==> config.mk <==
export PLATFORM = sky130hd
export DESIGN_NAME = mips_multicycle_ctrl
export DESIGN_NICKNAME = d
export VERILOG_FILES = /design/src/rtl/mips_multicycle_ctrl.sv
export SDC_FILE = /design/constraint.sdc
export NUM_CORES = 1
export LEC_CHECK = 0
export ABC_CLOCK_PERIOD_IN_PS = 2300
export CORE_UTILIZATION = 35
export DETAILED_ROUTE_END_ITERATION = 10
export GPL_TIMING_DRIVEN = 1
export PLACE_DENSITY = 0.61
export SLEW_MARGIN = 25
export SYNTH_ARGS = -nofsm -noshare
export SYNTH_HDL_FRONTEND = slang
export SYNTH_SLANG_ARGS = --single-unit
==> constraint.sdc <==
create_clock -name clk -period 2.3 [get_ports clk]
set_clock_uncertainty 0.05 [all_clocks]
set_input_delay 0.23 -clock clk [delete_from_list [all_inputs] [get_ports clk]]
set_output_delay 0.23 -clock clk [all_outputs]
set_load 0.02 [all_outputs]
==> src/rtl/mips_multicycle_ctrl.sv <==
`default_nettype none
// ============================================================================
// Module   : mips_multicycle_ctrl
// Purpose  : Multi-cycle MIPS control unit. A Moore FSM steps each instruction
//            through FETCH / DECODE / EXECUTE / MEM / WB and stalls on a
//            memory req/ack handshake. Decodes ADD SUB AND OR SLT (R-type)
//            plus ADDI LHI LOI LW SW BEQ.
// Ports    : clk, rst (async, active-high)
//            OPCODE, FUNCT  - instruction fields, sampled in DECODE only
//            ZERO           - ALU zero flag, sampled in BRANCH only
//            MEM_ACK        - memory completed the current request
//            MEM_REQ, I_OR_D, MEM_WRITE       - memory request side
//            PC_WRITE, PC_SRC, IR_WRITE       - PC / IR update strobes
//            REG_DST, REG_WRITE, MEM2REG      - register-file write control
//            EX_TOP, ALU_SRC, ALU_OP          - ALU operand / function
//            STATE          - current FSM state (debug)
// Config   : define ILLEGAL_TRAP_EN to lock unsupported ops in TRAP (4'hF)
//            until reset; otherwise unsupported ops are NOPs.
// Revision : 1.0 - initial release
// ============================================================================
module mips_multicycle_ctrl #(
    parameter int ALU_OP_W = 4,
    parameter int MEM_TO_W = 4
) (
    input  logic                clk,
    input  logic                rst,
    input  logic [5:0]          OPCODE,
    input  logic [5:0]          FUNCT,
    input  logic                ZERO,
    input  logic                MEM_ACK,
    output logic                MEM_REQ,
    output logic                PC_WRITE,
    output logic                PC_SRC,
    output logic                IR_WRITE,
    output logic                I_OR_D,
    output logic                REG_DST,
    output logic                REG_WRITE,
    output logic                EX_TOP,
    output logic                ALU_SRC,
    output logic [ALU_OP_W-1:0] ALU_OP,
    output logic                MEM_WRITE,
    output logic                MEM2REG,
    output logic [3:0]          STATE
);

    // State encoding
    localparam logic [3:0] c_ST_FETCH    = 4'h0;
    localparam logic [3:0] c_ST_DECODE   = 4'h1;
    localparam logic [3:0] c_ST_EXEC_R   = 4'h2;
    localparam logic [3:0] c_ST_EXEC_I   = 4'h3;
    localparam logic [3:0] c_ST_WB_ALU   = 4'h4;
    localparam logic [3:0] c_ST_MEM_ADDR = 4'h5;
    localparam logic [3:0] c_ST_MEM_RD   = 4'h6;
    localparam logic [3:0] c_ST_MEM_WR   = 4'h7;
    localparam logic [3:0] c_ST_WB_MEM   = 4'h8;
    localparam logic [3:0] c_ST_BRANCH   = 4'h9;
`ifdef ILLEGAL_TRAP_EN
    localparam logic [3:0] c_ST_TRAP     = 4'hF;
    localparam logic [3:0] c_ST_ILLEGAL  = c_ST_TRAP;
`else
    localparam logic [3:0] c_ST_ILLEGAL  = c_ST_FETCH;
`endif

    // Opcodes (LHI/LOI use the LUI/ORI slots of the MIPS opcode map)
    localparam logic [5:0] c_OP_RTYPE = 6'b000000;
    localparam logic [5:0] c_OP_ADDI  = 6'b001000;
    localparam logic [5:0] c_OP_LHI   = 6'b001111;
    localparam logic [5:0] c_OP_LOI   = 6'b001101;
    localparam logic [5:0] c_OP_LW    = 6'b100011;
    localparam logic [5:0] c_OP_SW    = 6'b101011;
    localparam logic [5:0] c_OP_BEQ   = 6'b000100;

    // R-type function fields
    localparam logic [5:0] c_FN_ADD = 6'b100000;
    localparam logic [5:0] c_FN_SUB = 6'b100010;
    localparam logic [5:0] c_FN_AND = 6'b100100;
    localparam logic [5:0] c_FN_OR  = 6'b100101;
    localparam logic [5:0] c_FN_SLT = 6'b101010;

    // ALU function codes (low 4 bits of ALU_OP)
    localparam logic [3:0] c_ALU_AND = 4'b0000;
    localparam logic [3:0] c_ALU_OR  = 4'b0001;
    localparam logic [3:0] c_ALU_ADD = 4'b0010;
    localparam logic [3:0] c_ALU_SUB = 4'b0110;
    localparam logic [3:0] c_ALU_SLT = 4'b0111;
    localparam logic [3:0] c_ALU_LHI = 4'b1000;
    localparam logic [3:0] c_ALU_LOI = 4'b1001;

    localparam logic [MEM_TO_W-1:0] c_TO_ONE = MEM_TO_W'(1);
    localparam logic [MEM_TO_W-1:0] c_TO_MAX = {MEM_TO_W{1'b1}};

    function automatic logic f_funct_ok(input logic [5:0] fn);
        return (fn == c_FN_ADD) || (fn == c_FN_SUB) || (fn == c_FN_AND) ||
               (fn == c_FN_OR)  || (fn == c_FN_SLT);
    endfunction

    function automatic logic [3:0] f_alu_r(input logic [5:0] fn);
        case (fn)
            c_FN_ADD: return c_ALU_ADD;
            c_FN_SUB: return c_ALU_SUB;
            c_FN_AND: return c_ALU_AND;
            c_FN_OR:  return c_ALU_OR;
            c_FN_SLT: return c_ALU_SLT;
            default:  return c_ALU_AND;
        endcase
    endfunction

    function automatic logic [3:0] f_alu_i(input logic [5:0] op);
        case (op)
            c_OP_LHI: return c_ALU_LHI;
            c_OP_LOI: return c_ALU_LOI;
            default:  return c_ALU_ADD;
        endcase
    endfunction

    logic [3:0]          r_state;
    logic [3:0]          w_next_state;
    logic [5:0]          r_opcode;
    logic [5:0]          r_funct;
    logic [MEM_TO_W-1:0] r_to_cnt;
    logic                w_to_sat;
    logic                w_in_mem;
    logic                w_next_mem;
    logic [5:0]          w_op_eff;
    logic [5:0]          w_fn_eff;

    logic                r_mem_req, w_mem_req;
    logic                r_pc_write, w_pc_write;
    logic                r_pc_src, w_pc_src;
    logic                r_ir_write, w_ir_write;
    logic                r_i_or_d, w_i_or_d;
    logic                r_reg_dst, w_reg_dst;
    logic                r_reg_write, w_reg_write;
    logic                r_ex_top, w_ex_top;
    logic                r_alu_src, w_alu_src;
    logic [ALU_OP_W-1:0] r_alu_op, w_alu_op;
    logic                r_mem_write, w_mem_write;
    logic                r_mem2reg, w_mem2reg;

    assign w_in_mem   = (r_state == c_ST_MEM_RD) || (r_state == c_ST_MEM_WR);
    assign w_next_mem = (w_next_state == c_ST_MEM_RD) || (w_next_state == c_ST_MEM_WR);
    assign w_to_sat   = (r_to_cnt == c_TO_MAX);

    // Outputs for the state entered from DECODE must come from the live IR
    // fields; later states use the copy latched in DECODE.
    assign w_op_eff = (r_state == c_ST_DECODE) ? OPCODE : r_opcode;
    assign w_fn_eff = (r_state == c_ST_DECODE) ? FUNCT  : r_funct;

    // ------------------------------------------------------------------
    // Next-state logic
    // ------------------------------------------------------------------
    always_comb begin
        w_next_state = r_state;
        case (r_state)
            c_ST_FETCH: begin
                if (MEM_ACK) w_next_state = c_ST_DECODE;
            end
            c_ST_DECODE: begin
                if (OPCODE == c_OP_RTYPE)
                    w_next_state = f_funct_ok(FUNCT) ? c_ST_EXEC_R : c_ST_ILLEGAL;
                else if ((OPCODE == c_OP_ADDI) || (OPCODE == c_OP_LHI) || (OPCODE == c_OP_LOI))
                    w_next_state = c_ST_EXEC_I;
                else if ((OPCODE == c_OP_LW) || (OPCODE == c_OP_SW))
                    w_next_state = c_ST_MEM_ADDR;
                else if (OPCODE == c_OP_BEQ)
                    w_next_state = c_ST_BRANCH;
                else
                    w_next_state = c_ST_ILLEGAL;
            end
            c_ST_EXEC_R,
            c_ST_EXEC_I:   w_next_state = c_ST_WB_ALU;
            c_ST_WB_ALU:   w_next_state = c_ST_FETCH;
            c_ST_MEM_ADDR: w_next_state = (r_opcode == c_OP_LW) ? c_ST_MEM_RD : c_ST_MEM_WR;
            c_ST_MEM_RD: begin
                // ACK on the last counted cycle still completes the load
                if (MEM_ACK)       w_next_state = c_ST_WB_MEM;
                else if (w_to_sat) w_next_state = c_ST_FETCH;
            end
            c_ST_MEM_WR: begin
                if (MEM_ACK || w_to_sat) w_next_state = c_ST_FETCH;
            end
            c_ST_WB_MEM:   w_next_state = c_ST_FETCH;
            c_ST_BRANCH:   w_next_state = c_ST_FETCH;
`ifdef ILLEGAL_TRAP_EN
            c_ST_TRAP:     w_next_state = c_ST_TRAP;
`endif
            default:       w_next_state = c_ST_FETCH;
        endcase
    end

    // ------------------------------------------------------------------
    // Output decode from the next state; registered below
    // ------------------------------------------------------------------
    always_comb begin
        w_mem_req   = 1'b0;
        w_pc_write  = 1'b0;
        w_pc_src    = 1'b0;
        w_ir_write  = 1'b0;
        w_i_or_d    = 1'b0;
        w_reg_dst   = 1'b0;
        w_reg_write = 1'b0;
        w_ex_top    = 1'b0;
        w_alu_src   = 1'b0;
        w_alu_op    = '0;
        w_mem_write = 1'b0;
        w_mem2reg   = 1'b0;
        case (w_next_state)
            c_ST_FETCH: begin
                w_mem_req = 1'b1;
                // A taken branch commits its target during the first FETCH cycle
                if ((r_state == c_ST_BRANCH) && ZERO) begin
                    w_pc_write = 1'b1;
                    w_pc_src   = 1'b1;
                end
            end
            c_ST_DECODE: begin
                w_ir_write = 1'b1;
                w_pc_write = 1'b1;
            end
            c_ST_EXEC_R: begin
                w_reg_dst     = 1'b1;
                w_alu_op[3:0] = f_alu_r(w_fn_eff);
            end
            c_ST_EXEC_I: begin
                w_alu_src     = 1'b1;
                w_ex_top      = (w_op_eff == c_OP_ADDI);
                w_alu_op[3:0] = f_alu_i(w_op_eff);
            end
            c_ST_WB_ALU: begin
                // ALU controls are held so an unregistered result stays valid
                w_reg_write = 1'b1;
                w_mem2reg   = 1'b1;
                if (w_op_eff == c_OP_RTYPE) begin
                    w_reg_dst     = 1'b1;
                    w_alu_op[3:0] = f_alu_r(w_fn_eff);
                end else begin
                    w_alu_src     = 1'b1;
                    w_ex_top      = (w_op_eff == c_OP_ADDI);
                    w_alu_op[3:0] = f_alu_i(w_op_eff);
                end
            end
            c_ST_MEM_ADDR: begin
                w_alu_src     = 1'b1;
                w_ex_top      = 1'b1;
                w_alu_op[3:0] = c_ALU_ADD;
            end
            c_ST_MEM_RD,
            c_ST_MEM_WR: begin
                // Address computation held stable for the whole request
                w_alu_src     = 1'b1;
                w_ex_top      = 1'b1;
                w_alu_op[3:0] = c_ALU_ADD;
                w_mem_req     = 1'b1;
                w_i_or_d      = 1'b1;
                w_mem_write   = (w_next_state == c_ST_MEM_WR);
            end
            c_ST_WB_MEM: begin
                w_reg_write = 1'b1;
            end
            c_ST_BRANCH: begin
                w_alu_op[3:0] = c_ALU_SUB;
            end
            default: begin
                // TRAP and unused codes: every strobe low
            end
        endcase
    end

    // ------------------------------------------------------------------
    // State, IR field latch and registered outputs
    // ------------------------------------------------------------------
    always_ff @(posedge clk or posedge rst) begin
        if (rst) begin
            r_state     <= c_ST_FETCH;
            r_opcode    <= 6'd0;
            r_funct     <= 6'd0;
            r_mem_req   <= 1'b1;
            r_pc_write  <= 1'b0;
            r_pc_src    <= 1'b0;
            r_ir_write  <= 1'b0;
            r_i_or_d    <= 1'b0;
            r_reg_dst   <= 1'b0;
            r_reg_write <= 1'b0;
            r_ex_top    <= 1'b0;
            r_alu_src   <= 1'b0;
            r_alu_op    <= '0;
            r_mem_write <= 1'b0;
            r_mem2reg   <= 1'b0;
        end else begin
            r_state     <= w_next_state;
            if (r_state == c_ST_DECODE) begin
                r_opcode <= OPCODE;
                r_funct  <= FUNCT;
            end
            r_mem_req   <= w_mem_req;
            r_pc_write  <= w_pc_write;
            r_pc_src    <= w_pc_src;
            r_ir_write  <= w_ir_write;
            r_i_or_d    <= w_i_or_d;
            r_reg_dst   <= w_reg_dst;
            r_reg_write <= w_reg_write;
            r_ex_top    <= w_ex_top;
            r_alu_src   <= w_alu_src;
            r_alu_op    <= w_alu_op;
            r_mem_write <= w_mem_write;
            r_mem2reg   <= w_mem2reg;
        end
    end

    // Memory timeout: counts cycles spent in MEM_RD/MEM_WR starting at 1,
    // so reaching all-ones means 2**MEM_TO_W-1 cycles without an ACK.
    always_ff @(posedge clk or posedge rst) begin
        if (rst) begin
            r_to_cnt <= '0;
        end else if (w_next_mem && !w_in_mem) begin
            r_to_cnt <= c_TO_ONE;
        end else if (w_in_mem && !w_to_sat) begin
            r_to_cnt <= r_to_cnt + c_TO_ONE;
        end
    end

    assign MEM_REQ   = r_mem_req;
    assign PC_WRITE  = r_pc_write;
    assign PC_SRC    = r_pc_src;
    assign IR_WRITE  = r_ir_write;
    assign I_OR_D    = r_i_or_d;
    assign REG_DST   = r_reg_dst;
    assign REG_WRITE = r_reg_write;
    assign EX_TOP    = r_ex_top;
    assign ALU_SRC   = r_alu_src;
    assign ALU_OP    = r_alu_op;
    assign MEM_WRITE = r_mem_write;
    assign MEM2REG   = r_mem2reg;
    assign STATE     = r_state;

endmodule
`default_nettype wire

==> load_flow_metrics.sql <==
INSERT INTO impl_metrics (metric_group, metric, value, unit) VALUES
('floorplanning', 'boundaryPins', '35', ''),
('clock_tree', 'tritoncts.num_buffers', '5', ''),
('floorplanning', 'die_area', '0.005052', 'mm²'),
('setup_path', 'worst-path-max-fanout', '13', ''),
('finish', 'regArea', '877.1', 'µm²'),
('yosys', 'ys.warnings.count', '0', ''),
('grt', 'number_of_antenna_violations_at_the_first_check_in_global_routing', '0', ''),
('timing', 'normalized_max_slew_margin', '63.03', '%'),
('yosys', 'yosys.area.top_type_share', '50.94', '%'),
('detailed_routing', 'post_detailed_route_drc_marker_count', '3', ''),
('timing', 'setup_repair_after_global_routing_missed_its_margin', 'false', ''),
('yosys', 'postSynthNetCount', '175', ''),
('power', 'netSwitchingFraction', '35.82', '%'),
('detailed_routing', 'vias', '1372', ''),
('placement', 'place_congestion', '0.7982', ''),
('setup_path', 'critical_path_arrival', '2330', 'ps'),
('finish', 'multiInputGateArea', '762.0', 'µm²'),
('timing', 'report.final.slew_viol_count', '0', ''),
('run_status', 'violations', 'DRC', ''),
('run_status', 'result_of_the_run', 'finished with violations', ''),
('timing', 'timing.final.hold_violations', '0', ''),
('yosys', 'synth_area_leader_cell', 'dfrtp_1', ''),
('clock_tree', 'insertion_delay', '290', 'ps'),
('placement', 'post-place-ws', '26.11', 'ps'),
('detailed_routing', 'routed_wirelength', '3827', 'µm'),
('placement', 'dpl.cell_count', '249', ''),
('placement', 'hpwl', '2804', 'µm'),
('finish', 'syn2layout_area_growth', '35.21', '%'),
('timing', 'max_slew.worst_pin.slew', '549.5', 'ps'),
('worst_hold_path', 'holdCritPathClass', 'input pin to async pin', ''),
('power', 'internal_power', '0.001592', 'W'),
('yosys', 'synthCells', '158', ''),
('grt', 'grt_pass1_wl', '6651', 'µm'),
('finish', 'num-nets-final', '221', ''),
('setup_path', 'path_cells', 'or4b_4 > mux2_2 > and4b_1 > o211a_1 > o31ai_1', ''),
('clock_tree', 'cts_root_buffer', 'clkbuf_8', ''),
('setup_path', 'crit_path_start_kind', 'register', ''),
('setup_path', 'critical_path_cell_with_the_highest_stage_delay', 'or4b_4', ''),
('setup_path', 'r2r_setup_slack', '120', 'ps'),
('yosys', 'synth_edf_count', '0', ''),
('grt', 'grt_pass1_vias', '1424', ''),
('power', 'irDropWorstVdd', '0.8008', 'mV'),
('clock_tree', 'max-clock-path-buffers', '2', ''),
('placement', 'port_buffers', '34', ''),
('setup_path', 'regToRegStartpoint', 'STATE[3]$_DFF_PP0_', ''),
('power', 'power.combinational.fraction', '39.4', '%'),
('timing', 'layout_min_cycle_time', '2183', 'ps'),
('setup_path', 'slowest_delay', '680', 'ps'),
('clock_tree', 'worst_setup_hold_path_clk_slew', '70', 'ps'),
('detailed_routing', 'dr.first_iter.drc_count', '43', ''),
('timing', 'max_freq', '458.0', 'MHz'),
('grt', 'grt_usage', '17.27', '%'),
('floorplanning', 'core_box_area', '0.004474', 'mm²'),
('floorplanning', 'start_util', '37.33', '%'),
('power', 'share_clk_of_total_power', '22.2', '%'),
('detailed_routing', 'routedWlPerCell', '14.89', 'µm'),
('yosys', 'syn-mean-instance-area', '10.57', 'µm²'),
('power', 'leakage', '1.053', 'nW'),
('yosys', 'postSynth.asyncResetShare', '100.0', '%'),
('yosys', 'synth.top_cells.by_area', 'dfrtp_1 (51%), nand2_1 (5.2%), mux2_2 (3.4%)', ''),
('detailed_routing', 'detail_route.first_pass.iterations', '9', ''),
('yosys', 'netlist_area', '0.001670', 'mm²'),
('detailed_routing', 'viasPerCell', '5.339', ''),
('grt', 'grt_overflow_total', '0', ''),
('yosys', 'synth_cell_type_count', '49', ''),
('clock_tree', 'clock_sink_count', '35', ''),
('yosys', 'synth_seq_area_share', '52.51', '%'),
('timing', 'final.hold.worst_slack', '274.6', 'ps'),
('floorplanning', 'die_h', '71.08', 'µm'),
('timing', 'fin_ws', '116.6', 'ps'),
('clock_tree', 'cts_tree', 'yes', '');
area by class of cell:
class / instances / share of cell area [%]
Sequential cell: 35 / 38.84
Multi-Input combinational cell: 111 / 33.74
Timing Repair Buffer: 44 / 18.39
Clock buffer: 5 / 3.047
Tap cell: 52 / 2.881
Clock inverter: 3 / 1.939
Inverter: 7 / 1.163
power by group through the flow:
stage	sequential [W]	clock [W]	combinational (W)
after floorplan	0.00101	0	0.000576
after global placement	0.000949	0	0.000949
after detailed placement	0.000961	0	0.000966
after CTS	0.000948	0.000566	0.000972
after global routing	0.000975	0.000595	0.00108
final	0.000952	0.000552	0.000977
cell families after synthesis:
| family | count (synthesis) | share of synthesized area [%] |
|---|---|---|
| xor gates and xnor gates | 2 | 1.049 |
| and+or+nand+nor | 74 | 25.84 |
| AOI/OAI and AO/OA | 25 | 10.49 |
| DFF | 35 | 52.51 |
| buffers and inverters | 12 | 3.296 |
| adders and majority gates | 1 | 0.7489 |
| muxes | 9 | 6.067 |
cell usage after synthesis (2+ instances only):
cell	instances
a21oi_1	6
a31oi_1	2
and4b_1	2
buf_2	2
clkbuf_1	2
dfrtp_1	34
inv_1	7
mux2_2	5
mux2i_1	3
nand2_1	23
nand2b_1	4
nand3_1	3
nand3b_1	2
nand4b_1	3
nor2_1	12
nor2b_1	2
nor3_1	6
nor4_1	2
nor4b_1	4
o211a_1	2
o21ai_0	2
o31ai_1	2
xor2_1	2
layout by cell type (no fill, tap or decap), types with 2 or more instances in the layout:
cell type        instances
o211a_1                  2
xor2_1                   2
clkdlybuf4s50_1         34
buf_4                   10
nor2_1                  12
mux2_2                   5
nor4b_2                  3
nand2_1                 23
nor2b_1                  2
inv_1                    7
clkbuf_8                 5
o31ai_1                  2
nand2b_1                 4
nor4_1                   2
nor3_1                   5
dfrtp_1                 34
nand4b_1                 3
nand3b_1                 2
nand3_1                  3
o21ai_0                  2
mux2i_1                  3
and4b_1                  2
a21oi_1                  6
nor4b_1                  2
worst max-delay path by stage:
stage / from / to / slack (ps) / cells after the start
2_1_floorplan: STATE[2]$_DFF_PP0_ / ALU_OP[0]$_DFF_PP0_ / 160 / 7
3_3_place_gp: FUNCT[1] / ALU_OP[2]$_DFF_PP0_ / 120 / 6
3_5_place_dp: FUNCT[1] / ALU_OP[2]$_DFF_PP0_ / 30 / 6
4_1_cts: STATE[3]$_DFF_PP0_ / ALU_OP[1]$_DFF_PP0_ / 120 / 5
5_1_grt: STATE[3]$_DFF_PP0_ / ALU_OP[0]$_DFF_PP0_ / 10 / 5
6_report: STATE[3]$_DFF_PP0_ / ALU_OP[1]$_DFF_PP0_ / 120 / 5
layer usage:
metal / global-route usage [%] / part of all wire (%) / vias to the layer above
met3: 5.840 / 6.3 / 8
met1: 20.55 / 44 / 663
met4: 6.667 / 1.7 / 0
met5: 0 / 0 / -
li1: - / - / 659
met2: 28.95 / 48 / 42
per-stage QoR:
step | power, W | instance area (µm²)
after floorplan | 0.001583 | 1670
after global placement | 0.001898 | 2128
after detailed placement | 0.001926 | 2128
after CTS | 0.002486 | 2241
after global routing | 0.002648 | 2258
final | 0.002480 | 2258
critical path: cells and delay by family (launching register included):
kind / cells / cell delay, ps
AND/OR/NAND/NOR: 2 / 910
flip-flops: 1 / 490
multiplexers: 1 / 320
AO/OA/AOI/OAI: 2 / 310
state kept, by name (all words and copies together), names as in the netlist, 4 cells and up:
name      flops
r_opcode      6
ALU_OP        4
STATE         4
r_to_cnt      4
r_funct       6
what timing repair did:
action | in CTS | in global routing
buffers inserted | 0 | 0
endpoints found under the setup margin | 0 | 3
resized for setup | 0 | 3
hold endpoints to repair | 0 | 0
Power figures use the tool's default switching activity.
